File: config.mk
export PLATFORM = sky130hd
export DESIGN_NAME = shared_reg_arbiter
export DESIGN_NICKNAME = d
export VERILOG_FILES = /design/src/rtl/shared_reg_arbiter.sv
export SDC_FILE = /design/constraint.sdc
export NUM_CORES = 1
export LEC_CHECK = 0
export ABC_AREA = 1
export BUFFER_PORTS_ARGS = -buffer_cell sky130_fd_sc_hd__buf_2
export CORE_UTILIZATION = 48
export CTS_BUF_LIST = sky130_fd_sc_hd__clkbuf_4
export CTS_CLUSTER_SIZE = 12
export DETAILED_ROUTE_END_ITERATION = 8
export PLACE_DENSITY_LB_ADDON = 0.1
export SLEW_MARGIN = 25
export SYNTH_ARGS = -nofsm -noshare
export SYNTH_HDL_FRONTEND = slang
export SYNTH_SLANG_ARGS = --single-unit
File: constraint.sdc
create_clock -name clk -period 1.7 [get_ports clk]
set_input_delay 0.085 -clock clk [delete_from_list [all_inputs] [get_ports clk]]
set_output_delay 0.085 -clock clk [all_outputs]
set_load 0.01 [all_outputs]
File: src/rtl/shared_reg_arbiter.sv
// Two-requester round-robin arbiter that owns one shared W-bit enabled register.
// The owner's strobe and data are forwarded as the register enable and D input.
// A waiting requester takes over after a bounded burst.
module shared_reg_arbiter #(
  parameter int W         = 4,
  parameter int MAX_BURST = 4
) (
  input  logic         clk,
  input  logic         reset,
  input  logic [1:0]   req,
  input  logic [1:0]   wr,
  input  logic [W-1:0] d0,
  input  logic [W-1:0] d1,
  output logic [1:0]   gnt,
  output logic         reg_en,
  output logic [W-1:0] reg_d,
  output logic [W-1:0] q
);

  localparam logic [3:0] CNT_MAX = 4'(MAX_BURST - 1);

  typedef enum logic [1:0] {
    IDLE = 2'd0,
    OWN0 = 2'd1,
    OWN1 = 2'd2
  } state_t;

  state_t         state_q;
  logic           last_q;
  logic [3:0]     cnt_q;
  logic [1:0]     gnt_q;
  logic [W-1:0]   q_q, q_d;
  logic           own_idx, oth_idx, idle_pick;

  function automatic state_t own_st(input logic i);
    return i ? OWN1 : OWN0;
  endfunction

  function automatic logic [1:0] onehot(input logic i);
    return i ? 2'b10 : 2'b01;
  endfunction

  // Register write path: only the current owner's strobe reaches the register.
  always_comb begin
    reg_en = |(gnt_q & wr);
    reg_d  = '0;
    if (gnt_q[0])      reg_d = d0;
    else if (gnt_q[1]) reg_d = d1;
    q_d = reg_en ? reg_d : q_q;
  end

  // Owner/other indices and the IDLE pick (tie goes to the one that was not last).
  always_comb begin
    own_idx   = (state_q == OWN1);
    oth_idx   = ~own_idx;
    idle_pick = (req == 2'b11) ? ~last_q : req[1];
  end

  // Arbitration FSM with registered grant, last-owner and burst counter.
  always_ff @(posedge clk or posedge reset) begin
    if (reset) begin
      state_q <= IDLE;
      gnt_q   <= 2'b00;
      last_q  <= 1'b1;
      cnt_q   <= 4'd0;
    end else begin
      case (state_q)
        IDLE: begin
          if (req != 2'b00) begin
            state_q <= own_st(idle_pick);
            gnt_q   <= onehot(idle_pick);
            cnt_q   <= 4'd0;
          end
        end
        OWN0, OWN1: begin
          if (!req[own_idx]) begin
            // Owner released: hand straight over if the other side waits.
            state_q <= req[oth_idx] ? own_st(oth_idx) : IDLE;
            gnt_q   <= req[oth_idx] ? onehot(oth_idx) : 2'b00;
            last_q  <= own_idx;
            cnt_q   <= 4'd0;
          end else if (req[oth_idx] && cnt_q == CNT_MAX) begin
            // Burst exhausted with the other side waiting: preempt.
            state_q <= own_st(oth_idx);
            gnt_q   <= onehot(oth_idx);
            last_q  <= own_idx;
            cnt_q   <= 4'd0;
          end else if (cnt_q != CNT_MAX) begin
            cnt_q <= cnt_q + 4'd1;
          end
        end
        default: begin
          state_q <= IDLE;
          gnt_q   <= 2'b00;
          cnt_q   <= 4'd0;
        end
      endcase
    end
  end

  // Shared register contents.
  always_ff @(posedge clk or posedge reset) begin
    if (reset) q_q <= '0;
    else       q_q <= q_d;
  end

  assign gnt = gnt_q;
  assign q   = q_q;

endmodule

==> out/results.ini, run 1 <==
[outcome]
status = finished clean

[floorplan]
start_util = 0.539
placementRows = 13
io_pins = 25
die_h_um = 41.2
die_area_um2 = 1700
die_w_um = 41.2
core_area_um2 = 1370

[critical_path]
critPathLaunchType = flop
cp.arrival_ps = 1670
worstPathRequired_ps = 1860
crit_fanout = 11
end_kind = flop
worstSetupPathType = flop to flop

[placed_design]
place_congestion = 0.771
pre_cts_ws_ps = 138
dpl.hpwl_um = 1240
place.port_buffers = 24

[power_and_ir_drop]
comb_power_share = 0.552
power_switching_mw = 0.640
swShare = 0.451
pwr-share-clk = 0.137
seq_power_share = 0.310
powerDensity_nw_per_um2 = 1550
vdd_drop_max_mv = 0.665
internal_power_mw = 0.779
power_leakage_nw = 0.512

[synth]
seq_area_frac_synth = 0.375
synth_nets = 121
synth_top_area_share = 0.340
synth_area_leader_cell = dfrtp_1
synth_area_um2 = 737
synth_seq_cells = 11
ys_types = 20
ys_warn_count = 0
postSynthAreaPerCell_um2 = 7.23
synthCells = 102
synth_area_leaders = dfrtp_1 34%, nand2_1 18%, ha_1 8.5%

[grt]
grt_pass1_wl_um = 2110
grt_overflow = 0
grt_max_degree = 12
grt_antenna_before_repair = 0
grtUsageTotal = 0.196
grt_pass1_vias = 542

[timing]
final.min_clock_period_ps = 1510
final_max_slew_viol_count = 0
worstMarginPinSlew_ps = 435
fmax_mhz = 660
rsz0062_at_grt = no
fin_setup_tns_ps = 0
fin_worst_skew_ps = 3.31
timing.slew.headroom = 0.710
finalCritPeriodShare = 0.891
setup_viol = 0
finalWorstSetupSlack_ps = 185
hold_violations = 0

[cells_and_area]
antenna_cells = 0
fin_nets = 151
layout-drive-gt1-share = 0.290
syn_to_final_growth_pct = 23.9

[clock_network]
numCtsBuffers = 3
cts_tree = built
cts_root_buf = clkbuf_4
cts_sinks = 11
clockBufferDepth = 2
clk_pin_slew_ps = 70
insertion_delay_ps = 270
cts_max_level = 1

[drt]
first_pass_iters = 4
wl_um = 1590
avgViaCountPerCell = 5.13
drt-met1-wl_um = 725
avgRoutedWirePerCell_um = 10.9
wl_met2_um = 769
highest_layer = met4
met3_length_um = 77
ant_nets = 0
drcViolationCount = 0
first_iter_violations = 16
vias = 749

[worst_hold_path]
hold_path_class = input port to flop

[run]
maxCapViolCount = 0

## flip-flops by register name (all words and copies together), names as in the netlist
name and flops:
cnt_q 4, q 4, gnt 2, last_q 1
## what timing repair did
item | 4_1_cts | 5_1_grt
hold endpoints to repair | 10 | 0
setup buffers | 0 | 0
hold buffers | 1 | 0
gates resized for setup | 0 | 2
setup endpoints to repair | 0 | 2
## through the flow
step                 util  instances  hold WS [ps]  cell area, um2  total power [mW]
floorplan               -        102         -63.3             737             0.991
global placement    0.638        141          94.3             872              1.19
detailed placement  0.638        141          99.7             872              1.23
CTS                 0.668        146          84.6             912              1.42
global route        0.668        146          99.8             913              1.56
finish              0.668        146          96.4             913              1.42
## routing by layer
layer | vias up | track usage
met1 | 333 | 0.256
met3 | 2 | 0.0163
met5 | - | 0
met2 | 26 | 0.309
li1 | 388 | -
met4 | 0 | 0.121
## critical path: stages (launching register included)
cell,delay (ps)
dfrtp_2,480
ha_1,240
inv_1,110
nor2_2,40
nor2_1,100
nand2_1,100
nand3_2,130
nand2_1,90
nand2_1,60
nand2_1,50
## synth_stat cells
master and number:
nor2_1 10, nor3_2 1, inv_1 9, ha_1 5
a22o_1 1, nand4_1 1, buf_6 1, nor2_2 1
o21ai_1 3, xor2_1 1, nand2_1 36, inv_2 1
a21oi_1 2, dfrtp_1 10, nand3_2 1, nand2_2 2
xnor2_1 1, a31oi_1 4, dfstp_2 1, nand3_1 11
## power by group through the flow
stage | clock [mW] | sequential (mW) | combinational, mW
floorplan | 0 | 0.477 | 0.515
global placement | 0 | 0.433 | 0.761
detailed placement | 0 | 0.441 | 0.786
CTS | 0.200 | 0.437 | 0.788
global route | 0.209 | 0.454 | 0.896
finish | 0.195 | 0.440 | 0.784
## final cells by class
| cell class | instances | area, um2 |
|---|---|---|
| repair buffers | 26 | 138 |
| flip-flops and latches | 11 | 278 |
| inverters | 10 | 37.5 |
| fillers | 132 | 453 |
| multi-input cells | 80 | 412 |
| well taps | 15 | 18.8 |
| clock buffers | 4 | 30.0 |
## kinds of logic (layout without fill, tap and decap cells)
kind of cell	Yosys count	in the layout	share of synthesized area
compound gates	10	10	0.0798
xor+xnor	2	2	0.0238
fa+ha+maj	5	5	0.0849
buf+inv	11	40	0.0662
flops	11	11	0.375
simple gates	63	63	0.370
## final timing paths
path	slack, ps	start	end	cells past startpoint
max	190	gnt[1]	gnt[1]	9
max reg2reg	190	gnt[1]	gnt[1]	9
min reg2reg	480	last_q	last_q	2
min in group asynchronous	350	reset	cnt_q[3]	3
min	100	d0[2]	q[2]	3
max in group asynchronous	1020	reset	last_q	3
## placed cells by master, fill, tap and decap left out
cell type	netlist	routed
nor3_2	1	1
a31oi_1	4	4
dlygate4sd3_1	0	1
inv_1	9	8
nand3_2	1	1
buf_2	0	24
xor2_1	1	1
nand3_1	11	11
nand4_1	1	1
nand2_2	2	2
o21ai_1	3	3
dfrtp_2	0	1
clkbuf_4	0	4
a22o_1	1	1
xnor2_1	1	1
dfstp_2	1	1
ha_1	5	5
dfrtp_1	10	9
nor2_2	1	1
a21oi_1	2	2
inv_2	1	2
buf_4	0	1
nor2_1	10	10
nand2_1	36	36
Note: power is estimated with default switching activity, not from simulation.
==> inputs of run 2 (changes only) <==
--- a/config.mk
+++ b/config.mk
@@ -5,7 +5,7 @@
 export SDC_FILE = /design/constraint.sdc
 export NUM_CORES = 1
 export LEC_CHECK = 0
-export ABC_AREA = 1
+export ABC_AREA = 0
 export BUFFER_PORTS_ARGS = -buffer_cell sky130_fd_sc_hd__buf_2
 export CORE_UTILIZATION = 48
 export CTS_BUF_LIST = sky130_fd_sc_hd__clkbuf_4
@@ -16,3 +16,4 @@
 export SYNTH_ARGS = -nofsm -noshare
 export SYNTH_HDL_FRONTEND = slang
 export SYNTH_SLANG_ARGS = --single-unit
+export TNS_END_PERCENT = 10
==> out/results.ini, run 2 <==
[timing]
timing.hold.ws_ps = 178
fmax_mhz = 613
hold_violations = 0
setup_viol = 0
finalWorstSetupSlack_ps = 68.5
rsz0062_at_grt = no
final.min_clock_period_ps = 1630
worstMarginPinSlew_ps = 422
fin_worst_skew_ps = 2.51
final_max_slew_viol_count = 0
timing.slew.headroom = 0.718
finalCritPeriodShare = 0.960

[clock_network]
clockBufferDepth = 2
cts_sinks = 11
cts_tree = built
clk_pin_slew_ps = 80
post_cts.repair.setup_buffers = 0
numCtsBuffers = 3
cts_root_buf = clkbuf_4
insertion_delay_ps = 270
cts_max_level = 1

[drt]
avgViaCountPerCell = 5.46
met3_length_um = 91
drcViolationCount = 0
wl_um = 1510
highest_layer = met4
avgRoutedWirePerCell_um = 12.8
ant_nets = 0
wl_met2_um = 608
vias = 644
first_pass_iters = 4
first_iter_violations = 35
drt-met1-wl_um = 771

[synth]
synth_nets = 93
ys_types = 33
synthArstFlopShare = 1.00
synth_area_leaders = dfrtp_1 33%, ha_1 8.3%, mux2_4 5.9%
seq_area_frac_synth = 0.365
synth_seq_cells = 11
synth_top_area_share = 0.330
postSynthAreaPerCell_um2 = 10.2
synthTopCellsByCount = 10 x dfrtp_1, 10 x nand2_1, 5 x ha_1
synthCells = 74
synth_edf_count = 0
synth_area_um2 = 758
ys_warn_count = 0
synth_area_leader_cell = dfrtp_1
synth_flop_cell = dfrtp_1

[critical_path]
crit_fanout = 4
r2r-end = gnt[1]
worstPathRequired_ps = 1870
rr_startpoint = gnt[0]
rr_worst_depth = 6
worstSetupPathType = flop to flop
r2r_setup_slack_ps = 70
cp.arrival_ps = 1800
critPathLaunchType = flop
end_kind = flop

[grt]
grtUsageTotal = 0.194
grt_pass1_wl_um = 2570
grt_pass1_vias = 573
grt_overflow = 0
grt_max_degree = 12
grt_antenna_before_repair = 0

[cells_and_area]
multi_input_area_um2 = 487
fillCellCount = 111
layout-drive-gt1-share = 0.476
syn_to_final_growth_pct = 29.0
fin_nets = 123
mostFrequentLayoutCell = buf_2
utilization = 0.708
final_cells = 118
layout_common_cells = 24 x buf_2, 10 x nand2_1, 9 x dfrtp_1, 4 x clkbuf_4
antenna_cells = 0
seq_area_um2 = 278

[power_and_ir_drop]
p_total_mw = 1.57
powerDensity_nw_per_um2 = 1610
power_leakage_nw = 0.479
vdd_drop_max_mv = 0.821

[worst_hold_path]
min_to = q[0]
holdPathStages = 3
hold_path_class = input port to flop
min_from = d1[0]

[floorplan]
die_w_um = 41.7
die_area_um2 = 1740
core_area_um2 = 1380
io_pins = 25
start_util = 0.548
placementRows = 13
die_h_um = 41.7

[outcome]
status = finished clean

[placed_design]
place_congestion = 0.786
dpl.hpwl_um = 1180
pre_cts_ws_ps = -17.5
dp_cells = 113
place.port_buffers = 24

[run]
maxCapViolCount = 0

==> run 2: cell families (layout without fill, tap and decap cells) <==
kind of cell	after synthesis	count (layout)	synth area share
AO/OA/AOI/OAI	19	19	0.170
adder cells (fa/ha/maj)	5	5	0.0825
buffers and inverters	6	35	0.0413
flip-flops	11	11	0.365
multiplexers	10	10	0.163
AND/OR/NAND/NOR	23	23	0.178
==> run 2: through the flow <==
stage / cell area, um2 / TNS [ps]
after floorplan: 803 / 0
after global placement: 935 / 0
after detailed placement: 935 / -17.5
after CTS: 976 / 0
after global routing: 978 / 0
final: 978 / 0
==> run 2: routing by layer <==
metal,vias to the layer above,GRT usage
li1,321,-
met2,32,0.272
met3,5,0.0174
met4,0,0.116
met5,-,0
met1,286,0.285
==> run 2: what timing repair did <==
item,4_1_cts,5_1_grt
hold buffers,1,0
endpoints found under the setup margin,1,1
resized for setup,1,1
cloned,0,0
endpoints found under the hold margin,10,0
==> run 2: power by group <==
| part | leakage (nW) | total, mW | switching [mW] | internal, mW |
|---|---|---|---|---|
| registers | 0.141 | 0.433 | 0.0772 | 0.356 |
| clock network | 0.0184 | 0.204 | 0.0975 | 0.107 |
| logic | 0.320 | 0.933 | 0.458 | 0.475 |
==> run 2: how the worst max path moves through the flow <==
stage,endpoint,cells past startpoint,slack [ps],from
5_1_grt,gnt[1],5,5,gnt[1]
2_1_floorplan,gnt[1],7,4,gnt[0]
4_1_cts,gnt[1],5,50,gnt[1]
6_report,gnt[1],6,70,gnt[0]
3_3_place_gp,gnt[1],5,60,gnt[1]
3_5_place_dp,gnt[1],5,-20,gnt[1]
==> run 2: worst max-delay path, stage by stage (launching register included) <==
cell     delay (ps)
dfrtp_1         430
inv_6           100
ha_4            170
mux2i_4         270
nor2b_4          60
o21ai_2         170
mux2_4          310
==> run 2: area by class of cell <==
type                            instances  area share
Timing Repair Buffer                   27       0.148
Multi-Input combinational cell         57       0.497
Sequential cell                        11       0.284
Inverter                                4      0.0205
Clock buffer                            4      0.0307
Tap cell                               15      0.0192
